## src/rtl/acp_mm2s_engine_if.sv

```systemverilog
// Bus bundle for acp_mm2s_engine: command/status streams, ACP read channels and the data stream.
// "master" is the engine's view; "slave" is the surrounding system's view.
interface acp_mm2s_engine_if #(
  parameter int AW = 32,
  parameter int DW = 64
);
  logic [71:0]     S_AXIS_CMD_TDATA;
  logic            S_AXIS_CMD_TVALID;
  logic            S_AXIS_CMD_TREADY;

  logic [7:0]      M_AXIS_STS_TDATA;
  logic            M_AXIS_STS_TVALID;
  logic            M_AXIS_STS_TREADY;

  logic [AW-1:0]   M_AXI_ARADDR;
  logic [7:0]      M_AXI_ARLEN;
  logic [2:0]      M_AXI_ARSIZE;
  logic [1:0]      M_AXI_ARBURST;
  logic [2:0]      M_AXI_ARPROT;
  logic [3:0]      M_AXI_ARCACHE;
  logic            M_AXI_ARVALID;
  logic            M_AXI_ARREADY;

  logic [DW-1:0]   M_AXI_RDATA;
  logic [1:0]      M_AXI_RRESP;
  logic            M_AXI_RLAST;
  logic            M_AXI_RVALID;
  logic            M_AXI_RREADY;

  logic [DW-1:0]   M_AXIS_TDATA;
  logic [DW/8-1:0] M_AXIS_TKEEP;
  logic            M_AXIS_TLAST;
  logic            M_AXIS_TVALID;
  logic            M_AXIS_TREADY;

  modport master (
    input  S_AXIS_CMD_TDATA, S_AXIS_CMD_TVALID,
    output S_AXIS_CMD_TREADY,
    output M_AXIS_STS_TDATA, M_AXIS_STS_TVALID,
    input  M_AXIS_STS_TREADY,
    output M_AXI_ARADDR, M_AXI_ARLEN, M_AXI_ARSIZE, M_AXI_ARBURST,
    output M_AXI_ARPROT, M_AXI_ARCACHE, M_AXI_ARVALID,
    input  M_AXI_ARREADY,
    input  M_AXI_RDATA, M_AXI_RRESP, M_AXI_RLAST, M_AXI_RVALID,
    output M_AXI_RREADY,
    output M_AXIS_TDATA, M_AXIS_TKEEP, M_AXIS_TLAST, M_AXIS_TVALID,
    input  M_AXIS_TREADY
  );

  modport slave (
    output S_AXIS_CMD_TDATA, S_AXIS_CMD_TVALID,
    input  S_AXIS_CMD_TREADY,
    input  M_AXIS_STS_TDATA, M_AXIS_STS_TVALID,
    output M_AXIS_STS_TREADY,
    input  M_AXI_ARADDR, M_AXI_ARLEN, M_AXI_ARSIZE, M_AXI_ARBURST,
    input  M_AXI_ARPROT, M_AXI_ARCACHE, M_AXI_ARVALID,
    output M_AXI_ARREADY,
    output M_AXI_RDATA, M_AXI_RRESP, M_AXI_RLAST, M_AXI_RVALID,
    input  M_AXI_RREADY,
    input  M_AXIS_TDATA, M_AXIS_TKEEP, M_AXIS_TLAST, M_AXIS_TVALID,
    output M_AXIS_TREADY
  );
endinterface

```

## src/rtl/acp_mm2s_engine.sv

```systemverilog
// MM2S command executor: splits each command into 4KB-safe ACP read bursts (one outstanding),
// passes R data straight through to the stream with zero latency, then returns one status byte.
module acp_mm2s_engine #(
  parameter int         C_M_AXI_ADDR_WIDTH = 32,
  parameter int         C_M_AXI_DATA_WIDTH = 64,
  parameter int         C_MAX_BURST        = 16,
  parameter logic [2:0] C_PROT             = 3'b010,
  parameter logic [3:0] C_CACHE            = 4'b1111
) (
  input  logic               clk,
  input  logic               rst,
  acp_mm2s_engine_if.master  bus
);
  localparam int AW = C_M_AXI_ADDR_WIDTH;
  localparam int DW = C_M_AXI_DATA_WIDTH;
  localparam logic [19:0] MAX_BEATS = 20'(C_MAX_BURST);

  localparam logic [1:0] S_IDLE   = 2'd0;
  localparam logic [1:0] S_ADDR   = 2'd1;
  localparam logic [1:0] S_DATA   = 2'd2;
  localparam logic [1:0] S_STATUS = 2'd3;

  logic [1:0]    state_q,  state_d;
  logic [AW-1:0] araddr_q, araddr_d;
  logic [7:0]    arlen_q,  arlen_d;
  logic [19:0]   rem_q,    rem_d;
  logic [3:0]    tag_q,    tag_d;
  logic          eof_q,    eof_d;
  logic          interr_q, interr_d;
  logic          slverr_q, slverr_d;
  logic          decerr_q, decerr_d;

  logic [22:0]   cmd_btt;
  logic [AW-1:0] cmd_saddr;
  logic          cmd_bad;
  logic [8:0]    first_beats;
  logic [8:0]    next_beats;
  logic [8:0]    cur_beats;
  logic          beat_hs;
  logic          err_seen;
  logic          unused_cmd_bits;

  // Beats for the next burst: limited by what is left, the burst cap and the next 4KB page edge.
  function automatic logic [8:0] burst_beats(input logic [AW-1:0] addr, input logic [19:0] rem);
    logic [9:0]  to_page;
    logic [19:0] n;
    to_page = 10'd512 - {1'b0, addr[11:3]};
    n = rem;
    if (n > MAX_BEATS)           n = MAX_BEATS;
    if (n > {10'd0, to_page})    n = {10'd0, to_page};
    return n[8:0];
  endfunction

  assign cmd_btt     = bus.S_AXIS_CMD_TDATA[22:0];
  assign cmd_saddr   = AW'(bus.S_AXIS_CMD_TDATA[63:32]);
  assign cmd_bad     = (cmd_btt == 23'd0) || (cmd_saddr[2:0] != 3'd0) || (cmd_btt[2:0] != 3'd0);
  assign first_beats = burst_beats(cmd_saddr, cmd_btt[22:3]);
  assign next_beats  = burst_beats(araddr_q, rem_q);
  assign cur_beats   = {1'b0, arlen_q} + 9'd1;

  assign beat_hs  = (state_q == S_DATA) && bus.M_AXI_RVALID && bus.M_AXIS_TREADY;
  // The error on the beat being presented counts, so a failing last beat still ends the command.
  assign err_seen = slverr_q || decerr_q || (bus.M_AXI_RVALID && bus.M_AXI_RRESP[1]);

  assign unused_cmd_bits = &{1'b0, bus.S_AXIS_CMD_TDATA[71:68], bus.S_AXIS_CMD_TDATA[31],
                             bus.S_AXIS_CMD_TDATA[29:23]};

  always_comb begin
    state_d  = state_q;
    araddr_d = araddr_q;
    arlen_d  = arlen_q;
    rem_d    = rem_q;
    tag_d    = tag_q;
    eof_d    = eof_q;
    interr_d = interr_q;
    slverr_d = slverr_q;
    decerr_d = decerr_q;
    case (state_q)
      S_IDLE: begin
        if (bus.S_AXIS_CMD_TVALID) begin
          tag_d    = bus.S_AXIS_CMD_TDATA[67:64];
          eof_d    = bus.S_AXIS_CMD_TDATA[30];
          rem_d    = cmd_btt[22:3];
          araddr_d = cmd_saddr;
          arlen_d  = 8'(first_beats - 9'd1);
          interr_d = cmd_bad;
          slverr_d = 1'b0;
          decerr_d = 1'b0;
          state_d  = cmd_bad ? S_STATUS : S_ADDR;
        end
      end
      S_ADDR: begin
        if (bus.M_AXI_ARREADY) begin
          araddr_d = araddr_q + AW'({cur_beats, 3'b000});
          rem_d    = rem_q - {11'd0, cur_beats};
          state_d  = S_DATA;
        end
      end
      S_DATA: begin
        if (beat_hs) begin
          if (bus.M_AXI_RRESP == 2'b10) slverr_d = 1'b1;
          if (bus.M_AXI_RRESP == 2'b11) decerr_d = 1'b1;
          if (bus.M_AXI_RLAST) begin
            if ((rem_q == 20'd0) || err_seen) begin
              state_d = S_STATUS;
            end else begin
              arlen_d = 8'(next_beats - 9'd1);
              state_d = S_ADDR;
            end
          end
        end
      end
      S_STATUS: begin
        if (bus.M_AXIS_STS_TREADY) state_d = S_IDLE;
      end
      default: state_d = S_IDLE;
    endcase
  end

  always_ff @(posedge clk or posedge rst) begin
    if (rst) begin
      state_q  <= S_IDLE;
      araddr_q <= '0;
      arlen_q  <= '0;
      rem_q    <= '0;
      tag_q    <= '0;
      eof_q    <= 1'b0;
      interr_q <= 1'b0;
      slverr_q <= 1'b0;
      decerr_q <= 1'b0;
    end else begin
      state_q  <= state_d;
      araddr_q <= araddr_d;
      arlen_q  <= arlen_d;
      rem_q    <= rem_d;
      tag_q    <= tag_d;
      eof_q    <= eof_d;
      interr_q <= interr_d;
      slverr_q <= slverr_d;
      decerr_q <= decerr_d;
    end
  end

  // Ready is masked by rst so nothing is advertised while reset is held.
  assign bus.S_AXIS_CMD_TREADY = (state_q == S_IDLE) && !rst;

  assign bus.M_AXIS_STS_TVALID = (state_q == S_STATUS);
  assign bus.M_AXIS_STS_TDATA  = (state_q == S_STATUS) ?
      {!(interr_q || slverr_q || decerr_q), slverr_q, decerr_q, interr_q, tag_q} : 8'h00;

  assign bus.M_AXI_ARVALID = (state_q == S_ADDR);
  assign bus.M_AXI_ARADDR  = araddr_q;
  assign bus.M_AXI_ARLEN   = arlen_q;
  assign bus.M_AXI_ARSIZE  = 3'b011;
  assign bus.M_AXI_ARBURST = 2'b01;
  assign bus.M_AXI_ARPROT  = C_PROT;
  assign bus.M_AXI_ARCACHE = C_CACHE;

  assign bus.M_AXI_RREADY  = (state_q == S_DATA) && bus.M_AXIS_TREADY;
  assign bus.M_AXIS_TVALID = (state_q == S_DATA) && bus.M_AXI_RVALID;
  assign bus.M_AXIS_TDATA  = (state_q == S_DATA) ? bus.M_AXI_RDATA : {DW{1'b0}};
  assign bus.M_AXIS_TKEEP  = {(DW/8){1'b1}};
  assign bus.M_AXIS_TLAST  = (state_q == S_DATA) && bus.M_AXI_RVALID && bus.M_AXI_RLAST &&
                             eof_q && ((rem_q == 20'd0) || err_seen);
endmodule

```

## src/flat_wrapper.sv

```systemverilog
// flat-port wrapper written by rule: the top's interface ports become plain ports
module acp_mm2s_engine_flat 
#(
  parameter int         C_M_AXI_ADDR_WIDTH = 32,
  parameter int         C_M_AXI_DATA_WIDTH = 64,
  parameter int         C_MAX_BURST        = 16,
  parameter logic [2:0] C_PROT             = 3'b010,
  parameter logic [3:0] C_CACHE            = 4'b1111
)
  (clk, rst, bus_S_AXIS_CMD_TDATA, bus_S_AXIS_CMD_TVALID, bus_S_AXIS_CMD_TREADY, bus_M_AXIS_STS_TDATA, bus_M_AXIS_STS_TVALID, bus_M_AXIS_STS_TREADY, bus_M_AXI_ARADDR, bus_M_AXI_ARLEN, bus_M_AXI_ARSIZE, bus_M_AXI_ARBURST, bus_M_AXI_ARPROT, bus_M_AXI_ARCACHE, bus_M_AXI_ARVALID, bus_M_AXI_ARREADY, bus_M_AXI_RDATA, bus_M_AXI_RRESP, bus_M_AXI_RLAST, bus_M_AXI_RVALID, bus_M_AXI_RREADY, bus_M_AXIS_TDATA, bus_M_AXIS_TKEEP, bus_M_AXIS_TLAST, bus_M_AXIS_TVALID, bus_M_AXIS_TREADY);
  acp_mm2s_engine_if bus_i ();
  input  logic clk;
  input  logic rst;
  input wire logic [$bits(bus_i.S_AXIS_CMD_TDATA)-1:0] bus_S_AXIS_CMD_TDATA;
  input wire logic [$bits(bus_i.S_AXIS_CMD_TVALID)-1:0] bus_S_AXIS_CMD_TVALID;
  output wire logic [$bits(bus_i.S_AXIS_CMD_TREADY)-1:0] bus_S_AXIS_CMD_TREADY;
  output wire logic [$bits(bus_i.M_AXIS_STS_TDATA)-1:0] bus_M_AXIS_STS_TDATA;
  output wire logic [$bits(bus_i.M_AXIS_STS_TVALID)-1:0] bus_M_AXIS_STS_TVALID;
  input wire logic [$bits(bus_i.M_AXIS_STS_TREADY)-1:0] bus_M_AXIS_STS_TREADY;
  output wire logic [$bits(bus_i.M_AXI_ARADDR)-1:0] bus_M_AXI_ARADDR;
  output wire logic [$bits(bus_i.M_AXI_ARLEN)-1:0] bus_M_AXI_ARLEN;
  output wire logic [$bits(bus_i.M_AXI_ARSIZE)-1:0] bus_M_AXI_ARSIZE;
  output wire logic [$bits(bus_i.M_AXI_ARBURST)-1:0] bus_M_AXI_ARBURST;
  output wire logic [$bits(bus_i.M_AXI_ARPROT)-1:0] bus_M_AXI_ARPROT;
  output wire logic [$bits(bus_i.M_AXI_ARCACHE)-1:0] bus_M_AXI_ARCACHE;
  output wire logic [$bits(bus_i.M_AXI_ARVALID)-1:0] bus_M_AXI_ARVALID;
  input wire logic [$bits(bus_i.M_AXI_ARREADY)-1:0] bus_M_AXI_ARREADY;
  input wire logic [$bits(bus_i.M_AXI_RDATA)-1:0] bus_M_AXI_RDATA;
  input wire logic [$bits(bus_i.M_AXI_RRESP)-1:0] bus_M_AXI_RRESP;
  input wire logic [$bits(bus_i.M_AXI_RLAST)-1:0] bus_M_AXI_RLAST;
  input wire logic [$bits(bus_i.M_AXI_RVALID)-1:0] bus_M_AXI_RVALID;
  output wire logic [$bits(bus_i.M_AXI_RREADY)-1:0] bus_M_AXI_RREADY;
  output wire logic [$bits(bus_i.M_AXIS_TDATA)-1:0] bus_M_AXIS_TDATA;
  output wire logic [$bits(bus_i.M_AXIS_TKEEP)-1:0] bus_M_AXIS_TKEEP;
  output wire logic [$bits(bus_i.M_AXIS_TLAST)-1:0] bus_M_AXIS_TLAST;
  output wire logic [$bits(bus_i.M_AXIS_TVALID)-1:0] bus_M_AXIS_TVALID;
  input wire logic [$bits(bus_i.M_AXIS_TREADY)-1:0] bus_M_AXIS_TREADY;
  assign bus_i.S_AXIS_CMD_TDATA = bus_S_AXIS_CMD_TDATA;
  assign bus_i.S_AXIS_CMD_TVALID = bus_S_AXIS_CMD_TVALID;
  assign bus_S_AXIS_CMD_TREADY = bus_i.S_AXIS_CMD_TREADY;
  assign bus_M_AXIS_STS_TDATA = bus_i.M_AXIS_STS_TDATA;
  assign bus_M_AXIS_STS_TVALID = bus_i.M_AXIS_STS_TVALID;
  assign bus_i.M_AXIS_STS_TREADY = bus_M_AXIS_STS_TREADY;
  assign bus_M_AXI_ARADDR = bus_i.M_AXI_ARADDR;
  assign bus_M_AXI_ARLEN = bus_i.M_AXI_ARLEN;
  assign bus_M_AXI_ARSIZE = bus_i.M_AXI_ARSIZE;
  assign bus_M_AXI_ARBURST = bus_i.M_AXI_ARBURST;
  assign bus_M_AXI_ARPROT = bus_i.M_AXI_ARPROT;
  assign bus_M_AXI_ARCACHE = bus_i.M_AXI_ARCACHE;
  assign bus_M_AXI_ARVALID = bus_i.M_AXI_ARVALID;
  assign bus_i.M_AXI_ARREADY = bus_M_AXI_ARREADY;
  assign bus_i.M_AXI_RDATA = bus_M_AXI_RDATA;
  assign bus_i.M_AXI_RRESP = bus_M_AXI_RRESP;
  assign bus_i.M_AXI_RLAST = bus_M_AXI_RLAST;
  assign bus_i.M_AXI_RVALID = bus_M_AXI_RVALID;
  assign bus_M_AXI_RREADY = bus_i.M_AXI_RREADY;
  assign bus_M_AXIS_TDATA = bus_i.M_AXIS_TDATA;
  assign bus_M_AXIS_TKEEP = bus_i.M_AXIS_TKEEP;
  assign bus_M_AXIS_TLAST = bus_i.M_AXIS_TLAST;
  assign bus_M_AXIS_TVALID = bus_i.M_AXIS_TVALID;
  assign bus_i.M_AXIS_TREADY = bus_M_AXIS_TREADY;
  acp_mm2s_engine #(.C_M_AXI_ADDR_WIDTH(C_M_AXI_ADDR_WIDTH), .C_M_AXI_DATA_WIDTH(C_M_AXI_DATA_WIDTH), .C_MAX_BURST(C_MAX_BURST), .C_PROT(C_PROT), .C_CACHE(C_CACHE)) u_core (.clk(clk), .rst(rst), .bus(bus_i));
endmodule
```

## config.mk

```make
export PLATFORM = sky130hd
export DESIGN_NAME = acp_mm2s_engine_flat
export DESIGN_NICKNAME = d
export VERILOG_FILES = /design/src/rtl/acp_mm2s_engine_if.sv /design/src/rtl/acp_mm2s_engine.sv /design/src/flat_wrapper.sv
export SDC_FILE = /design/constraint.sdc
export NUM_CORES = 1
export LEC_CHECK = 0
export ABC_AREA = 1
export CAP_MARGIN = 20
export CORE_MARGIN = 4
export CORE_UTILIZATION = 45
export CTS_CLUSTER_SIZE = 30
export DETAILED_ROUTE_END_ITERATION = 8
export PLACE_DENSITY = 0.83
export SLEW_MARGIN = 10
export SYNTH_ARGS = -nofsm -noshare
export SYNTH_HDL_FRONTEND = slang
export SYNTH_SLANG_ARGS = --single-unit
```

## constraint.sdc

```tcl
create_clock -name clk -period 3.95 [get_ports clk]
set_clock_uncertainty 0.05 [all_clocks]
set_input_delay 0.79 -clock clk [delete_from_list [all_inputs] [get_ports clk]]
set_output_delay 0.79 -clock clk [all_outputs]
set_load 0.02 [all_outputs]
```

# --- Yosys cells after proc, flatten, opt, wreduce, memory -nomap -nowiden ---
# Index checks and enable logic that the tools add are counted.
op_classes:
  n_addsub: 7
  magnitude_cmp: 4
  eq_ne: 13
  mux: 32
  reduce_logical: 30
op_table:
  columns: ["op", "count"]
  rows:
  - ["2-to-1 mux 20 bit", 4]
  - ["2-to-1 mux 32 bit", 2]
  - ["2-to-1 mux 64 bit", 1]
  - ["case mux 32 bit (2 select lines)", 1]
  - ["2-to-1 mux 8 bit", 7]
  - ["greater-than comparator 20 x 10 -> 1 bit", 2]
  - ["greater-than comparator 20 x 5 -> 1 bit (second input constant)", 2]
  - ["case mux 20 bit (2 select lines)", 1]
  - ["adder 32 x 12 -> 32 bit", 1]
  - ["zero test 23 bit", 1]
  - ["zero test 20 bit", 1]
  - ["subtractor 10 x 9 -> 10 bit (first input constant)", 2]
  - ["subtractor 20 x 9 -> 20 bit", 1]
  - ["case mux 8 bit (2 select lines)", 1]
  - ["subtractor 8 x 1 -> 8 bit (second input constant)", 2]
  - ["2-to-1 mux 2 bit", 7]
  - ["!= test 2 bit (second input constant)", 5]
  - ["AND reduction 5 bit", 2]
  - ["adder 8 x 1 -> 9 bit (second input constant)", 1]
  - ["== test 2 bit (second input constant)", 4]
  - ["logical AND 1 bit", 8]
  - ["case mux 2 bit (4 select lines)", 1]
  - ["AND reduction 4 bit", 2]
  - ["logical OR 1 bit", 7]
  - ["10 further kinds", 20]
word_totals:
  ff_bits: 70
  inputBits: 146
  out_inout_bits: 138
  word_cells: 95

# --- Longest topological paths before layout ---
depth:
  ltp_word: 9
  mapped_depth: 27
  ltp_nobuf: 27

# --- Worst setup path after synthesis ---
# OpenSTA, ideal clock, no wires.
synth_timing:
  path_kind: "input to register"
  from: "in bus_S_AXIS_CMD_TDATA[35]"
  to: "reg u_core.arlen_q[6], in the netlist u_core.bus.M_AXI_ARLEN[6]"
  setup_time_ps: 117
  t_arrival_ps: 3090
  required_time_ps: 3783
  slack_ps: 693
  cell_stages: 25
  path_cell_list: "inv_1 nand3_1 nor2_1 nand3_1 nor2_1 xor2_1 inv_1 ha_1 nand2_1 inv_1 nand2_1 nand2_1 nand2_1 nand3_2 nand2_2 nand2_1 nand3_1 nand2_1 ha_1 nand2_2 inv_1 nand3_1 nand2_1 nand3_1 nand2_1"
synth_between:
  elab_chain_len: 6
synth_rtl:
  columns: ["element", "line_no", "text"]
  rows:
  - ["from (decl)", "flat_wrapper.sv:14", "input wire logic [$bits(bus_i.S_AXIS_CMD_TDATA)-1:0] bus_S_AXIS_CMD_TDATA;"]
  - ["subtractor 10 x 9 -> 10 bit (*)", "acp_mm2s_engine.sv:47", "to_page = 10'd512 - {1'b0, addr[11:3]};"]
  - ["greater-than comparator 20 x 10 -> 1 bit", "acp_mm2s_engine.sv:50", "if (n > {10'd0, to_page}) n = {10'd0, to_page};"]
  - ["2-to-1 mux 8 bit (*)", "acp_mm2s_engine.sv:50", null]
  - ["subtractor 8 x 1 -> 8 bit (*)", "acp_mm2s_engine.sv:85", "arlen_d = 8'(first_beats - 9'd1);"]
  - ["2-to-1 mux 8 bit (*)", "acp_mm2s_engine.sv:80", "if (bus.S_AXIS_CMD_TVALID) begin"]
  - ["case mux 8 bit (2 select lines) (*)", "acp_mm2s_engine.sv:78", "case (state_q)"]
  - ["to (signal assigned)", "acp_mm2s_engine.sv:134", "arlen_q <= arlen_d;"]
  - ["to (decl)", "acp_mm2s_engine.sv:25", "logic [7:0] arlen_q, arlen_d;"]
# Mark *: on every way between the ends. The rest lies on a longest branch, timed or not. The select of a mux whose other input is x is not followed.
# A chain may end at the register's enable or synchronous reset.

# --- Worst setup path in the final report ---
layout_timing:
  from: "in bus_S_AXIS_CMD_TDATA[37]"
  to: "reg u_core.arlen_q[6], in the netlist u_core.bus.M_AXI_ARLEN[6]"
# The elaborated chain is that of the path after synthesis.

==> flow_metrics.tcl <==
set metrics [dict create \
    postCtsSetupRepairBufs 0 \
    port_buffers 251 \
    p_total_uw 8079 \
    worstHoldStart "u_core.bus.M_AXI_ARADDR[2]" \
    grt_pass1_vias 7875 \
    start_util_pct 46.16 \
    stdcell_count 1594 \
    finalWorstSetupSlack_ns 0.3747 \
    worst_pin_slew_ns 0.8969 \
    fmax_mhz 279.7 \
    maxSlewHeadroom_pct 39.99 \
    ff2ff_setup_slack_ns 0.60 \
    grt_util_all_layers_pct 26.05 \
    worstPathArrival_ns 3.76 \
    clkPwrFrac_pct 11.1 \
    synth.top_cell.area_share_pct 24.78 \
    cp_max_fo 6 \
    post-route-period-util_pct 90.51 \
    dieArea_um2 17780 \
    cts_resized 0 \
    gp_congestion 0.8809 \
    antenna_cells 0 \
    die_h_um 133.3 \
    dpl_worst_slack_ns -0.05162 \
    rr_worst_depth 25 \
    seqPwrFrac_pct 18.9 \
    fillers 1359 \
    rows 45 \
    netSwitchingFraction_pct 52.05 \
    dr.pass1.iters 5 \
    synth-edff-count 0 \
    worstSetupStartpointType "input pin" \
    ys.flop_type "dfrtp_1" \
    yosysTopAreaCell "dfrtp_1" \
    synth-warning-count 0 \
    rsz0062_at_grt "no" \
    avgRoutedWirePerCell_um 14.73 \
    hold_viol_final 0 \
    combinationalPowerShare_pct 70.0 \
    drive_above_1_share_pct 7.158 \
    areaGrowthSynthToFinish_pct 44.28 \
    via_count 7973 \
    fp.dieW_um 133.3 \
    timing.max_cap.violations 0 \
    core_um2 15310 \
    synthCells 1117 \
    peakVddDrop_uv 635.3 \
    p_int_uw 3874 \
    cts_buffers 9 \
    grt_remaining_overflow 0 \
    drc 0 \
    end_kind "flip-flop" \
    cpPeakStageDelay_ns 0.48 \
    switchingPower_uw 4205 \
    syn-cell-area_um2 7069 \
    power_leakage_uw 0.005002 \
    min_period_ns 3.575 \
    slew_viol_final 0 \
    dp_hpwl_um 18760 \
    status "complete, no violations" \
    regToRegEndpoint "u_core.bus.M_AXI_ARLEN[6]" \
    wirelength_um 23480 \
    ys_seq_area_share_pct 24.78 \
    clkLatencyLatePin_ns 0.34 \
    crit_type "input pin to flip-flop" \
    setup.worst_path.end "u_core.bus.M_AXI_ARLEN[6]" \
    grt_max_degree 68 \
    synth-seq-cells 70 \
    critPathMostFrequentCell "nand2_1" \
    grt_pass1_wl_um 38320 \
    htreeDepth 3 \
    ios 284 \
    crit_required_ns 4.13 \
    yosys-top-cells-area "dfrtp_1, nand2_1, inv_1" \
    root_buffer "clkbuf_16" \
    synth_area_per_cell_um2 6.329 \
    via_per_inst 5.002 \
    cts.hold.buffers_added 0 \
    path_buf_inv 5 \
    cts_tree "built" \
    worstReg2RegStart "u_core.bus.M_AXI_ARADDR[3]" \
    drt_iter0_drc 506 \
    cts.clk_slew.worst_paths_ns 0.06 \
    drtAntennaViolNets 0 \
    worstHoldPathType "flip-flop to flip-flop" \
    antenna_found_initial 0 \
    pwr_density_cell_nw_per_um2 792.0 \
    clkSinkCount 70 \
    worst-path-stages 26 \
    synth_cell_types 51 \
    startpoint "bus_S_AXIS_CMD_TDATA[37]" \
    numPlacedInstances 1578 \
    critPathTopFamily "simple AND/OR/NAND/NOR gates" \
    setup_violations 0 \
    finish.net_count 1568 \
    clockBufferDepth 2 \
    async_reset_ff_share_pct 100.0 \
    slowest_stage "clkdlybuf4s50_1" \
]
## Yosys cell counts (all sizes together), types with 2 or more instances
library cell and n:
a21boi 2, a21oi 38, a31oi 2, buf 29, clkbuf 21, conb 2
dfrtp 70, fa 2, ha 42, inv 213, nand2 224, nand3 80
nand3b 4, nand4 12, nor2 176, nor3 14, nor4 7, o211ai 16
o21ai 105, o21bai 2, o221ai 3, o22ai 7, or2 2, xnor2 9
xor2 29
## cell families (layout without fill, tap and decap cells)
family,Yosys count,count (layout),share of synthesized area (%)
AND/OR/NAND/NOR,521,521,32.60
buffers and inverters,263,501,15.20
AO/OA/AOI/OAI,179,179,14.60
flip-flops,70,70,24.78
adder cells (fa/ha/maj),44,44,8.000
XOR/XNOR,38,38,4.708
other,2,30,0.1062
## state kept, by name, indices dropped and copies added (netlist names)
register / count
u_core.rem_q: 20
u_core.decerr_q: 1
u_core.tag_q: 4
u_core.bus.M_AXI_ARADDR: 32
u_core.bus.M_AXI_ARLEN: 8
u_core.eof_q: 1
u_core.interr_q: 1
u_core.state_q: 2
u_core.slverr_q: 1
## cells in the final DEF (no fill, tap or decap), types with 2 or more instances in the layout
cell | synthesis | routed
clkdlybuf4s50_1 | 0 | 251
fa_1 | 2 | 2
o22ai_1 | 6 | 6
inv_1 | 201 | 198
bufinv_16 | 0 | 2
nand2_1 | 212 | 212
buf_4 | 21 | 20
clkinvlp_4 | 0 | 3
a21oi_2 | 2 | 2
nor2_1 | 164 | 163
nor2_4 | 2 | 3
nand3b_1 | 4 | 4
ha_1 | 42 | 41
o21ai_2 | 4 | 4
a31oi_1 | 2 | 2
nand3_2 | 3 | 2
nand4_1 | 11 | 11
xnor2_1 | 9 | 9
inv_2 | 12 | 15
o221ai_1 | 3 | 3
a21oi_1 | 36 | 36
xor2_1 | 29 | 29
nand2_4 | 1 | 2
nor3_2 | 3 | 3
o21ai_1 | 11 | 11
conb_1 | 2 | 30
nand3_1 | 76 | 76
dfrtp_1 | 70 | 70
o21ai_0 | 90 | 90
nand3_4 | 1 | 2
nor2_2 | 9 | 9
o211ai_1 | 16 | 16
nor4_1 | 7 | 6
clkbuf_16 | 0 | 9
nor3_1 | 10 | 10
nand2_2 | 11 | 10
## worst min path at each step
| stage | cells after the start | slack, ns | endpoint |
|---|---|---|---|
| 2_1_floorplan | 2 | 0.39 | u_core.eof_q |
| 3_3_place_gp | 2 | 0.41 | u_core.bus.M_AXI_ARADDR[2] |
| 3_5_place_dp | 2 | 0.43 | u_core.bus.M_AXI_ARADDR[2] |
| 4_1_cts | 2 | 0.45 | u_core.bus.M_AXI_ARADDR[2] |
| 5_1_grt | 2 | 0.46 | u_core.bus.M_AXI_ARADDR[2] |
| 6_report | 2 | 0.45 | u_core.bus.M_AXI_ARADDR[2] |
## area by class of cell
class | count | area (µm²) | share of cell area (%)
Clock buffer | 11 | 242.7 | 2.380
Clock inverter | 5 | 82.58 | 0.8096
Inverter | 213 | 799.5 | 7.839
Multi-Input combinational cell | 812 | 4377 | 42.91
Sequential cell | 70 | 1752 | 17.17
Tap cell | 211 | 264.0 | 2.588
Timing Repair Buffer | 272 | 2683 | 26.30
## worst register-to-register path: cells and delay by family, from the launching register on
kind | cells | cell delay (ns)
xor+xnor | 1 | 0.23
fa+ha+maj | 2 | 0.53
buf+inv | 4 | 0.30
flops | 1 | 0.46
simple gates | 18 | 1.70
## metal layers
metal	GRT usage [%]	part of all wire, %
met5	0	0
met4	6.000	1.8
met3	6.420	7.2
met2	43.59	48
met1	34.13	43
## power groups by stage
stage	registers, µW	logic [µW]	clock network, µW
after floorplan	1670	3530	0
final	1530	5650	899
after global routing	1580	6240	935
after global placement	1520	5430	0
after CTS	1520	5640	901
after detailed placement	1530	5570	0
## stage by stage
| stage | hold WS, ns | cell area (µm²) | TNS (ns) | util, % |
|---|---|---|---|---|
| global route | 0.4650 | 10200 | 0 | 66.60 |
| finish | 0.4504 | 10200 | 0 | 66.60 |
| CTS | 0.4496 | 10180 | 0 | 66.45 |
| global placement | 0.4065 | 9851 | 0 | 64.32 |
| detailed placement | 0.4313 | 9851 | -0.1502 | 64.32 |
| floorplan | 0.3925 | 7174 | 0 | - |
(Power assumes the default switching activity.)
